### src/rtl/logical_not_stage_if.sv
// logical_not_stage_if: upstream operand and downstream result handshakes of the NOT stage
interface logical_not_stage_if #(parameter int N = 8);
    logic         s_valid, s_ready, m_valid, m_ready, m_c;
    logic [N-1:0] s_a, m_a;
    modport master (output s_valid, s_a, m_ready, input s_ready, m_valid, m_a, m_c);
    modport slave  (input s_valid, s_a, m_ready, output s_ready, m_valid, m_a, m_c);
endinterface

### src/rtl/logical_not_stage.sv
// logical_not_stage: valid/ready stage evaluating c = !a into a 2-entry skid FIFO with a saturating zero count
module LogicalNOT #(
    parameter string MODEL = "Structural",
    parameter int    N     = 8
) (
    input  logic [N-1:0] a,
    output logic         c
);
    generate
        if (MODEL == "Behavioral") begin : g_beh
            always_comb begin
                c = 1'b1;
                for (int i = 0; i < N; i++) if (a[i]) c = 1'b0;
            end
        end else if (MODEL == "DataFlow") begin : g_df
            assign c = (a == '0);
        end else begin : g_str
            logic [N:0] any;
            assign any[0] = 1'b0;
            for (genvar g = 0; g < N; g++) begin : g_or
                or u_or (any[g+1], any[g], a[g]);
            end
            not u_not (c, any[N]);
        end
    endgenerate
endmodule

module logical_not_stage #(
    parameter string MODEL = "Structural",
    parameter int    N     = 8,
    parameter int    CNT_W = 16
) (
    input  logic                 clk,
    input  logic                 rst,
    logical_not_stage_if.slave   bus,
    input  logic                 clr_count,
    output logic [CNT_W-1:0]     zero_count
);
    typedef enum logic [1:0] {EMPTY, ONE, FULL} state_t;
    state_t             state_q, state_d;
    logic               wr_q, wr_d, rd_q, rd_d, s_ready_q, s_ready_d;
    logic [N-1:0]       a_q [2];
    logic [N-1:0]       a_d [2];
    logic [1:0]         c_q, c_d;
    logic [CNT_W-1:0]   cnt_q, cnt_d;
    logic               c, push, pop;

    LogicalNOT #(.MODEL(MODEL), .N(N)) u_not (.a(bus.s_a), .c(c));

    assign push        = bus.s_valid & s_ready_q;
    assign pop         = bus.m_valid & bus.m_ready;
    assign bus.s_ready = s_ready_q;
    assign bus.m_valid = (state_q != EMPTY);
    assign bus.m_a     = a_q[rd_q];
    assign bus.m_c     = c_q[rd_q];
    assign zero_count  = cnt_q;

    always_comb begin
        a_d = a_q;
        c_d = c_q;
        if (push) begin
            a_d[wr_q] = bus.s_a;
            c_d[wr_q] = c;
        end
        wr_d      = wr_q ^ push;
        rd_d      = rd_q ^ pop;
        state_d   = (push & ~pop) ? ((state_q == EMPTY) ? ONE : FULL) :
                    (~push & pop) ? ((state_q == FULL) ? ONE : EMPTY) : state_q;
        // ready is registered from the next state so m_ready never reaches s_ready combinationally
        s_ready_d = (state_d != FULL);
        cnt_d     = clr_count ? '0 : (push & c & ~&cnt_q) ? cnt_q + CNT_W'(1) : cnt_q;
    end

    always_ff @(posedge clk) begin
        if (rst) begin
            state_q   <= EMPTY;
            wr_q      <= 1'b0;
            rd_q      <= 1'b0;
            s_ready_q <= 1'b0;
            a_q       <= '{default: '0};
            c_q       <= '0;
            cnt_q     <= '0;
        end else begin
            state_q   <= state_d;
            wr_q      <= wr_d;
            rd_q      <= rd_d;
            s_ready_q <= s_ready_d;
            a_q       <= a_d;
            c_q       <= c_d;
            cnt_q     <= cnt_d;
        end
    end
endmodule
### src/flat_wrapper.sv
// flat-port wrapper written by rule: the top's interface ports become plain ports
module logical_not_stage_flat 
#(
    parameter string MODEL = "          ",
    parameter int    N     = 8,
    parameter int    CNT_W = 16
)
  (clk, rst, clr_count, zero_count, bus_s_valid, bus_s_a, bus_m_ready, bus_s_ready, bus_m_valid, bus_m_a, bus_m_c);
  logical_not_stage_if #(.N(N)) bus_i ();
  input  logic clk;
  input  logic rst;
  input  logic clr_count;
  output logic [CNT_W-1:0] zero_count;
  input wire logic [$bits(bus_i.s_valid)-1:0] bus_s_valid;
  input wire logic [$bits(bus_i.s_a)-1:0] bus_s_a;
  input wire logic [$bits(bus_i.m_ready)-1:0] bus_m_ready;
  output wire logic [$bits(bus_i.s_ready)-1:0] bus_s_ready;
  output wire logic [$bits(bus_i.m_valid)-1:0] bus_m_valid;
  output wire logic [$bits(bus_i.m_a)-1:0] bus_m_a;
  output wire logic [$bits(bus_i.m_c)-1:0] bus_m_c;
  assign bus_i.s_valid = bus_s_valid;
  assign bus_i.s_a = bus_s_a;
  assign bus_i.m_ready = bus_m_ready;
  assign bus_s_ready = bus_i.s_ready;
  assign bus_m_valid = bus_i.m_valid;
  assign bus_m_a = bus_i.m_a;
  assign bus_m_c = bus_i.m_c;
  logical_not_stage #(.MODEL(MODEL), .N(N), .CNT_W(CNT_W)) u_core (.clk(clk), .rst(rst), .bus(bus_i), .clr_count(clr_count), .zero_count(zero_count));
endmodule
### config.mk
export PLATFORM = sky130hd
export DESIGN_NAME = logical_not_stage_flat
export DESIGN_NICKNAME = d
export VERILOG_FILES = /design/src/rtl/logical_not_stage_if.sv /design/src/rtl/logical_not_stage.sv /design/src/flat_wrapper.sv
export SDC_FILE = /design/constraint.sdc
export NUM_CORES = 1
export LEC_CHECK = 0
export ABC_AREA = 1
export CAP_MARGIN = 10
export CELL_PAD_IN_SITES_DETAIL_PLACEMENT = 2
export CELL_PAD_IN_SITES_GLOBAL_PLACEMENT = 2
export CORE_MARGIN = 8
export CORE_UTILIZATION = 30
export CTS_BUF_LIST = sky130_fd_sc_hd__clkbuf_8
export DETAILED_ROUTE_END_ITERATION = 12
export PLACE_DENSITY_LB_ADDON = 0.1
export SLEW_MARGIN = 20
export SYNTH_ARGS = -nofsm -noshare
export SYNTH_HDL_FRONTEND = slang
export SYNTH_HIERARCHICAL = 1
export SYNTH_SLANG_ARGS = --single-unit
export TNS_END_PERCENT = 100
### constraint.sdc
create_clock -name clk -period 1.8 [get_ports clk]
set_input_delay 0.18 -clock clk [delete_from_list [all_inputs] [get_ports clk]]
set_output_delay 0.18 -clock clk [all_outputs]
set_load 0.03 [all_outputs]
After elaboration in Yosys (flattened, before gate mapping)
Cells that the tools add are included.
{"block": "totals", "regBits": 39, "input_bits": 13, "word_cells": 59, "out_inout_bits": 27}
{"block": "op_classes", "eq_ne": 2, "bitwise_logic": 20, "reduce_logical": 7, "order_cmp": 6, "n_mux": 15, "n_addsub": 1}
{"operator": "$mux 8", "count": 4}
{"operator": "$add 16x1->16 const B", "count": 1}
{"operator": "$bwmux 16", "count": 1}
{"operator": "$reduce_and 16->1", "count": 1}
{"operator": "$demux 8 s1", "count": 1}
{"operator": "$or 1x1->1", "count": 7}
{"operator": "$and 1x1->1", "count": 6}
{"operator": "$mux 2", "count": 3}
{"operator": "$ge 2x2->1 const B", "count": 2}
{"operator": "$lt 1x2->1 const B", "count": 2}
{"operator": "$mux 1", "count": 4}
{"operator": "$not 1->2", "count": 2}
{"operator": "$not 1->1", "count": 3}
{"operator": "$bwmux 2", "count": 1}
{"operator": "$eq 2x2->1 const B", "count": 1}
{"operator": "$logic_and 1x1->1", "count": 2}
{"operator": "$logic_not 2->1", "count": 1}
{"operator": "$lt 2x1->1 const B", "count": 1}
{"operator": "$ne 2x2->1 const B", "count": 1}
{"operator": "$reduce_bool 2->1", "count": 1}
{"operator": "$reduce_or 2->1", "count": 1}
{"operator": "$xor 1x1->1", "count": 2}
{"operator": "$demux 1 s1", "count": 1}
{"operator": "$ge 1x1->1 const B", "count": 1}
{"operator": "$logic_not 1->1", "count": 1}

Logic depth before layout (Yosys ltp)
Gate-level depths: netlist (run 1).
{"block": "depth", "ltp_word": 10, "depth_mapped": 11, "ltp_nobuf": 11}

By module
The synthesis (run 1) kept the hierarchy.
{"mod": "logical_not_stage", "area_each_um2": 1971.9, "cells_each": 300, "n_inst": 1, "seq_area_each_um2": 780.7}
{"mod": "LogicalNOT", "area_each_um2": 26.3, "cells_each": 7, "n_inst": 1, "seq_area_each_um2": 0.0}

Least setup slack after synthesis (run 1)
OpenSTA, ideal clock, no wires.
{"block": "synth_timing", "path_kind": "reg2reg", "from": "register u_core.cnt_q[1] (netlist: u_core/zero_count[1])", "to": "register u_core.cnt_q[12] (netlist: u_core/zero_count[12])", "t_arrival_ps": 1453, "slack_ps": 231, "synth_period_minus_slack_ps": 1569, "stages_incl_launch_ff": 9, "setup_ps": 116, "cell_sequence": "dfxtp_1 -> ha_1 -> nand3_1 -> inv_2 -> nand2_1 -> nor2_2 -> nand4_1 -> nand2_1 -> nor2_1"}
{"block": "synth_via", "elab_chain_cells": 3}
{"element": "start, declared", "line_no": "logical_not_stage.sv:45", "text": "logic [CNT_W-1:0] cnt_q, cnt_d;"}
{"element": "start signal, assigned", "line_no": "logical_not_stage.sv:90", "text": "cnt_q <= cnt_d;"}
{"element": "branches (longest 3 deep; another with $add 16x1->16)"}
Several ways; the timed one is not identified.
A chain may end at the register's enable or synchronous reset.

Worst setup path in the final report (run 1)
{"block": "layout_timing", "from": "register u_core.state_q[1]", "to": "output port bus_m_valid"}
{"block": "layout_via", "elab_chain_cells": 1}
{"element": "start, declared", "line_no": "logical_not_stage.sv:40", "text": "state_t state_q, state_d;"}
{"element": "start signal, assigned", "line_no": "logical_not_stage.sv:84", "text": "state_q <= state_d;"}
{"element": "$reduce_bool 2->1", "line_no": "logical_not_stage.sv:53", "text": "assign bus.m_valid = (state_q != EMPTY);"}
{"element": "end, declared", "line_no": "flat_wrapper.sv:18", "text": "output wire logic [$bits(bus_i.m_valid)-1:0] bus_m_valid;"}
No other way between the ends.

==> results of run 1 <==
==> flip-flops by register name, summed over array words and instances (netlist names) <==
signal / count
u_core/c_q: 2
u_core/state_q: 2
u_core/zero_count: 16
u_core/rd_q: 1
u_core/a_q: 16
u_core/wr_q: 1
u_core/bus.s_ready: 1
==> area by class of cell <==
class	instances	area (µm²)	area share
timing repair buffer	61	569.3	0.2094
inverter	26	97.59	0.03590
tap	77	96.34	0.03543
clock buffer	6	82.58	0.03037
sequential	39	780.7	0.2872
clock inverter	2	16.27	0.005983
multi-input combinational	234	1076	0.3958
==> worst paths after layout <==
| check | from | to | slack, ns | depth (start not counted) |
|---|---|---|---|---|
| hold reg to reg | u_core/a_q[0] | u_core/a_q[0] | 0.52 | 2 |
| setup / recovery | u_core/state_q[1] | bus_m_valid | 0.07 | 3 |
| hold / removal | u_core/a_q[0] | u_core/a_q[0] | 0.52 | 2 |
| setup reg to reg | u_core/zero_count[4] | u_core/zero_count[2] | 0.23 | 8 |
==> per-layer routing <==
metal | global-route usage | up-vias
met1 | 0.1887 | 1059
met2 | 0.2711 | 24
met5 | 0 | -
met4 | 0.03497 | 0
met3 | 0.03272 | 4
li1 | - | 1083
==> layout by cell type, fill, tap and decap left out, drive strengths merged, types with 3 or more instances in the layout <==
cell type and instances:
clkdlybuf4s50 30, nand2 87, clkbuf 6, nand3 19, dfxtp 39, o21ai 20, nor2 80, inv 26
a21oi 15, nand4 6, buf 22, dlygate4sd2 9, ha 3
==> power by group <==
| group | switching (mW) | internal (mW) | leakage [nW] | total (mW) |
|---|---|---|---|---|
| Clock | 0.346 | 0.313 | 0.0474 | 0.659 |
| Combinational | 0.245 | 0.150 | 0.819 | 0.394 |
| Sequential | 0.0250 | 0.914 | 0.317 | 0.939 |
==> cells by family after synthesis <==
group / synth area share
AOI/OAI and AO/OA: 0.09080
buffers and inverters: 0.07326
adders and majority gates: 0.01879
DFF: 0.3907
and+or+nand+nor: 0.4220
xor gates and xnor gates: 0.004384
==> worst register-to-register path, cell delays in order (launching register included) <==
cell	delay (ns)
dfxtp_1	0.44
nand2_1	0.14
inv_2	0.09
nand2_1	0.08
nor2_1	0.17
nand2_2	0.20
nand2_1	0.19
nand2_1	0.07
a21oi_1	0.13
==> timing repair <==
action,in CTS,in global routing
gates resized for setup,9,2
endpoints found under the setup margin,9,7
hold endpoints to repair,0,0
==> metrics by stage <==
stage | util | setup TNS, ns | std cells | total power [mW] | setup WS (ns)
global route | 0.4257 | -0.04491 | 445 | 2.087 | -0.03039
detailed placement | 0.4112 | -0.9307 | 437 | 1.377 | -0.1178
floorplan | - | 0 | 307 | 1.170 | 0.2312
CTS | 0.4250 | 0 | 445 | 2.014 | 0.06494
finish | 0.4257 | 0 | 445 | 1.993 | 0.07319
global placement | 0.4112 | -0.06315 | 437 | 1.356 | -0.03434
==> metrics.txt, run 1 <==
Syn Area/Cell=6.509 µm²; total core area=0.006386 mm²; Final Hold Viols=0; hold buffers post-CTS=0; # Post-CTS Setup Buffers=0; Root Driver=clkbuf_8; grt total ovfl=0; fill cell count=791; Yosys top cell area share=0.3907; crit end category=output port; CTS max path bufs=2; DRT antenna net count=0; DRT met1 WL=3429 µm; Rel. slew slack=0.7819; critical path class=reg2out; final net count=383; Tot GR Track Use=0.1554; global-route wire length before repair=12,170 µm; Fmax=579.1 MHz; Syn Inst Count=307; Synth Register Bits=39; IO Count=40; Synth area leaders=dfxtp_1 (39%), nand2_1 (15%), nor2_1 (13%); DRC=0; crit path time final=1.727 ns; Critical Path Fanout Max=5; GPL Wtd Cong=0.7889; yosys warns=6; unrepaired setup endpoints after global routing=true; HPWL after DPL=5601 µm; Final Instance Area=0.002719 mm²; Buf/Inv on CP=2; Detailed Route Iter0 Violations=71; Post-synth EDFFs=0; number of global-route vias before repair=2,398; largest net degree at the start of global routing=16; top cell family by delay on the critical path=buffers and inverters; clock sink count=39; placed inst area=0.002626 mm²; most common cell in the netlist=nand2_1; CTS H-tree lvls=2; Cell variety after synth=22; Cell Area, Synth=0.001998 mm²; highest cell delay on the worst timing path=0.70 ns; wire per inst=16.60 µm; initial core utilization=0.3129; via count=2,170; synthesis-to-finish area growth=36.07%; CTS tree=yes; WL final=7387 µm; Commonest cells post-synth=nand2_1 (79), nor2_1 (70), dfxtp_1 (39), inv_1 (22), o21ai_0 (20); arrival time worst endpoint=1.55 ns; worst hold slack=0.5158 ns; async set or reset register ratio after synthesis=0; Worst path slowest cell=clkdlybuf4s50_1; Vias per Instance=4.876; num rows=29; DRT Pass-1 Iters=4; Peak VDD IR=369.1 µV; Pleak=1.184 nW; WL met2=3718 µm; final setup fails=0; Die W=97.61 µm; startpoint types=flop; total die area=0.009528 mm²; fin crit share=0.9593; sequential fraction of the synthesis area=0.3907; Reg clk slew, reported paths=0.09 ns; top_reg_cell synth=dfxtp_1; crit-path cells=inv_1 > nand2_1 > clkdlybuf4s50_1; Slew Viols, Final=0; outcome=completed; Clk Latency, worst-skew pair=0.30 ns; Die Ht=97.61 µm; CTS buffer count=5; Synth area leader=dfxtp_1; initial antenna violation count=0; layout cells sized above 1=0.1495; PwrDens=732.9 mW/mm²; top routing layer in use=met4; diode count=0; Worst Hold Class=reg2reg; # port buffers=39; maxcap violations=0; Met3 Routed Length=202 µm; Setup Skew=0.009255 ns; Worst EP required=1.62 ns; worst-margin pin slew=0.3261 ns; Syn Nets=323
Note: power is estimated with default switching activity, not from simulation.
==> inputs of run 2 (changes only) <==
--- a/config.mk
+++ b/config.mk
@@ -7,4 +7,5 @@
 export LEC_CHECK = 0
 export ABC_AREA = 1
+export ABC_CLOCK_PERIOD_IN_PS = 1800
 export CAP_MARGIN = 10
 export CELL_PAD_IN_SITES_DETAIL_PLACEMENT = 2
==> constraint.sdc (replaced) <==
create_clock -name clk -period 1.8 [get_ports clk]
set_input_delay 0.45 -clock clk [delete_from_list [all_inputs] [get_ports clk]]
set_output_delay 0.45 -clock clk [all_outputs]
set_load 0.1 [all_outputs]
==> run 2 against run 1 <==
Effect of this change:
- clock skew fell by 0.0046 ns
- final cell count rose by 0.90%
- maximum frequency fell by 0.35%
- clock power fell by 11%
- register-to-register slack got worse by 0.05 ns
- setup slack got worse by 0.0061 ns
- sequential power rose by 0.9%
- critical path depth rose by 1
- combinational power rose by 77%
- power rose by 12%
- largest power group unchanged
==> metrics.txt, run 2 (synthesis gave the netlist of run 1 again) <==
startpoint types=flop; CTS H-tree lvls=2; # port buffers=39; GPL Wtd Cong=0.8286; Core Util, Final=0.4826; most frequent cells in the layout=nand2_1 (67), nor2_1 (67), buf_12 (27); WL final=7850 µm; Vias per Instance=4.938; initial core utilization=0.3129; via count=2,217; fin crit share=0.9627; Pleak=1.379 nW; PwrDens=723.9 mW/mm²; global-route wire length before repair=12,620 µm; Final Hold Viols=0; Fmax=577.1 MHz; CTS buffer count=5; Setup Skew=0.004702 ns; initial antenna violation count=0; Die W=97.61 µm; Buf/Inv on CP=2; arrival time worst endpoint=1.28 ns; Root Driver=clkbuf_8; synthesis-to-finish area growth=54.23%; unrepaired setup endpoints after global routing=false; Clk Latency, worst-skew pair=0.29 ns; clock sink count=39; IO Count=40; Tot GR Track Use=0.1593; crit path time final=1.733 ns; critical path class=reg2out; total die area=0.009528 mm²; worst-margin pin slew=0.3004 ns; maxcap violations=0; Worst path slowest cell=dfxtp_2; number of global-route vias before repair=2,580; DRT Pass-1 Iters=4; Reg clk slew, reported paths=0.08 ns; outcome=completed; wire per inst=17.48 µm; Worst Hold Class=reg2reg; hold buffers post-CTS=0; CTS tree=yes; Worst EP required=1.35 ns; Slew Viols, Final=0; HPWL after DPL=5842 µm; diode count=0; grt total ovfl=0; Power Total=2.231 mW; Peak VDD IR=424.7 µV; largest net degree at the start of global routing=15; top cell family by delay on the critical path=flip-flops; CTS max path bufs=2; crit end category=output port; DRC=0; Rel. slew slack=0.7995; num rows=29; crit-path cells=buf_4 > nand2_1 > nand2_2 > buf_12; Critical Path Fanout Max=9; total core area=0.006386 mm²; final net count=387; DRT antenna net count=0; Die Ht=97.61 µm; highest cell delay on the worst timing path=0.40 ns; final setup fails=0; layout cells sized above 1=0.3199; Detailed Route Iter0 Violations=91
[run 2: final timing paths]
kind / from / to / slack (ns) / cells after the start
worst max register to register: u_core/zero_count[7] / u_core/zero_count[0] / 0.18 / 8
worst min register to register: u_core/a_q[10] / u_core/a_q[10] / 0.51 / 2
worst max-delay path: u_core/rd_q / bus_m_a[7] / 0.07 / 4
worst min-delay path: u_core/a_q[10] / u_core/a_q[10] / 0.51 / 2
[run 2: what timing repair did]
item,in CTS,in global routing
resized for setup,8,14
setup buffers,1,1
setup endpoints to repair,13,24
cloned,0,1
pin swaps,3,11
[run 2: worst reg2reg max path: stages, from the launching register on]
cell and delay, ns:
dfxtp_2 0.41, nand2_2 0.12, nor2_2 0.29, nand2_1 0.12, nor2_2 0.18, nor2_1 0.07, buf_4 0.15, nor2_1 0.11
nor2_1 0.06
[run 2: cell type report]
class,count,area [µm²]
Inverter,26,101.3
Clock buffer,5,68.82
Sequential cell,39,803.3
Multi-Input combinational cell,234,1124
Timing Repair Buffer,64,868.3
Timing Repair inverter,1,7.507
Clock inverter,3,12.51
Tap cell,77,96.34
Fill cell,736,3304
[run 2: where the power goes]
part	switching, mW	leakage [nW]	internal [mW]	total, mW
combinational	0.455	1.00	0.245	0.699
clock	0.323	0.0505	0.261	0.585
sequential	0.0316	0.326	0.915	0.947
[run 2: per-layer routing]
metal | up-vias | global-route usage | routed length (µm)
li1 | 1095 | - | -
met1 | 1083 | 0.1863 | 3507
met4 | 0 | 0.03263 | 73
met3 | 7 | 0.03485 | 256
met2 | 32 | 0.2871 | 4012
met5 | - | 0 | 0
[run 2: through the flow]
| stage | hold slack [ns] | instances | setup TNS (ns) | cell area (µm²) | worst slack [ns] |
|---|---|---|---|---|---|
| floorplan | 0.4626 | 307 | 0 | 2044 | 0.04121 |
| global placement | 0.4805 | 438 | -4.873 | 2925 | -0.2800 |
| detailed placement | 0.4960 | 438 | -6.895 | 2925 | -0.3783 |
| CTS | 0.5181 | 447 | -0.02783 | 3035 | -0.01556 |
| global route | 0.5471 | 449 | 0 | 3082 | 0.0006892 |
| finish | 0.5066 | 449 | 0 | 3082 | 0.06706 |
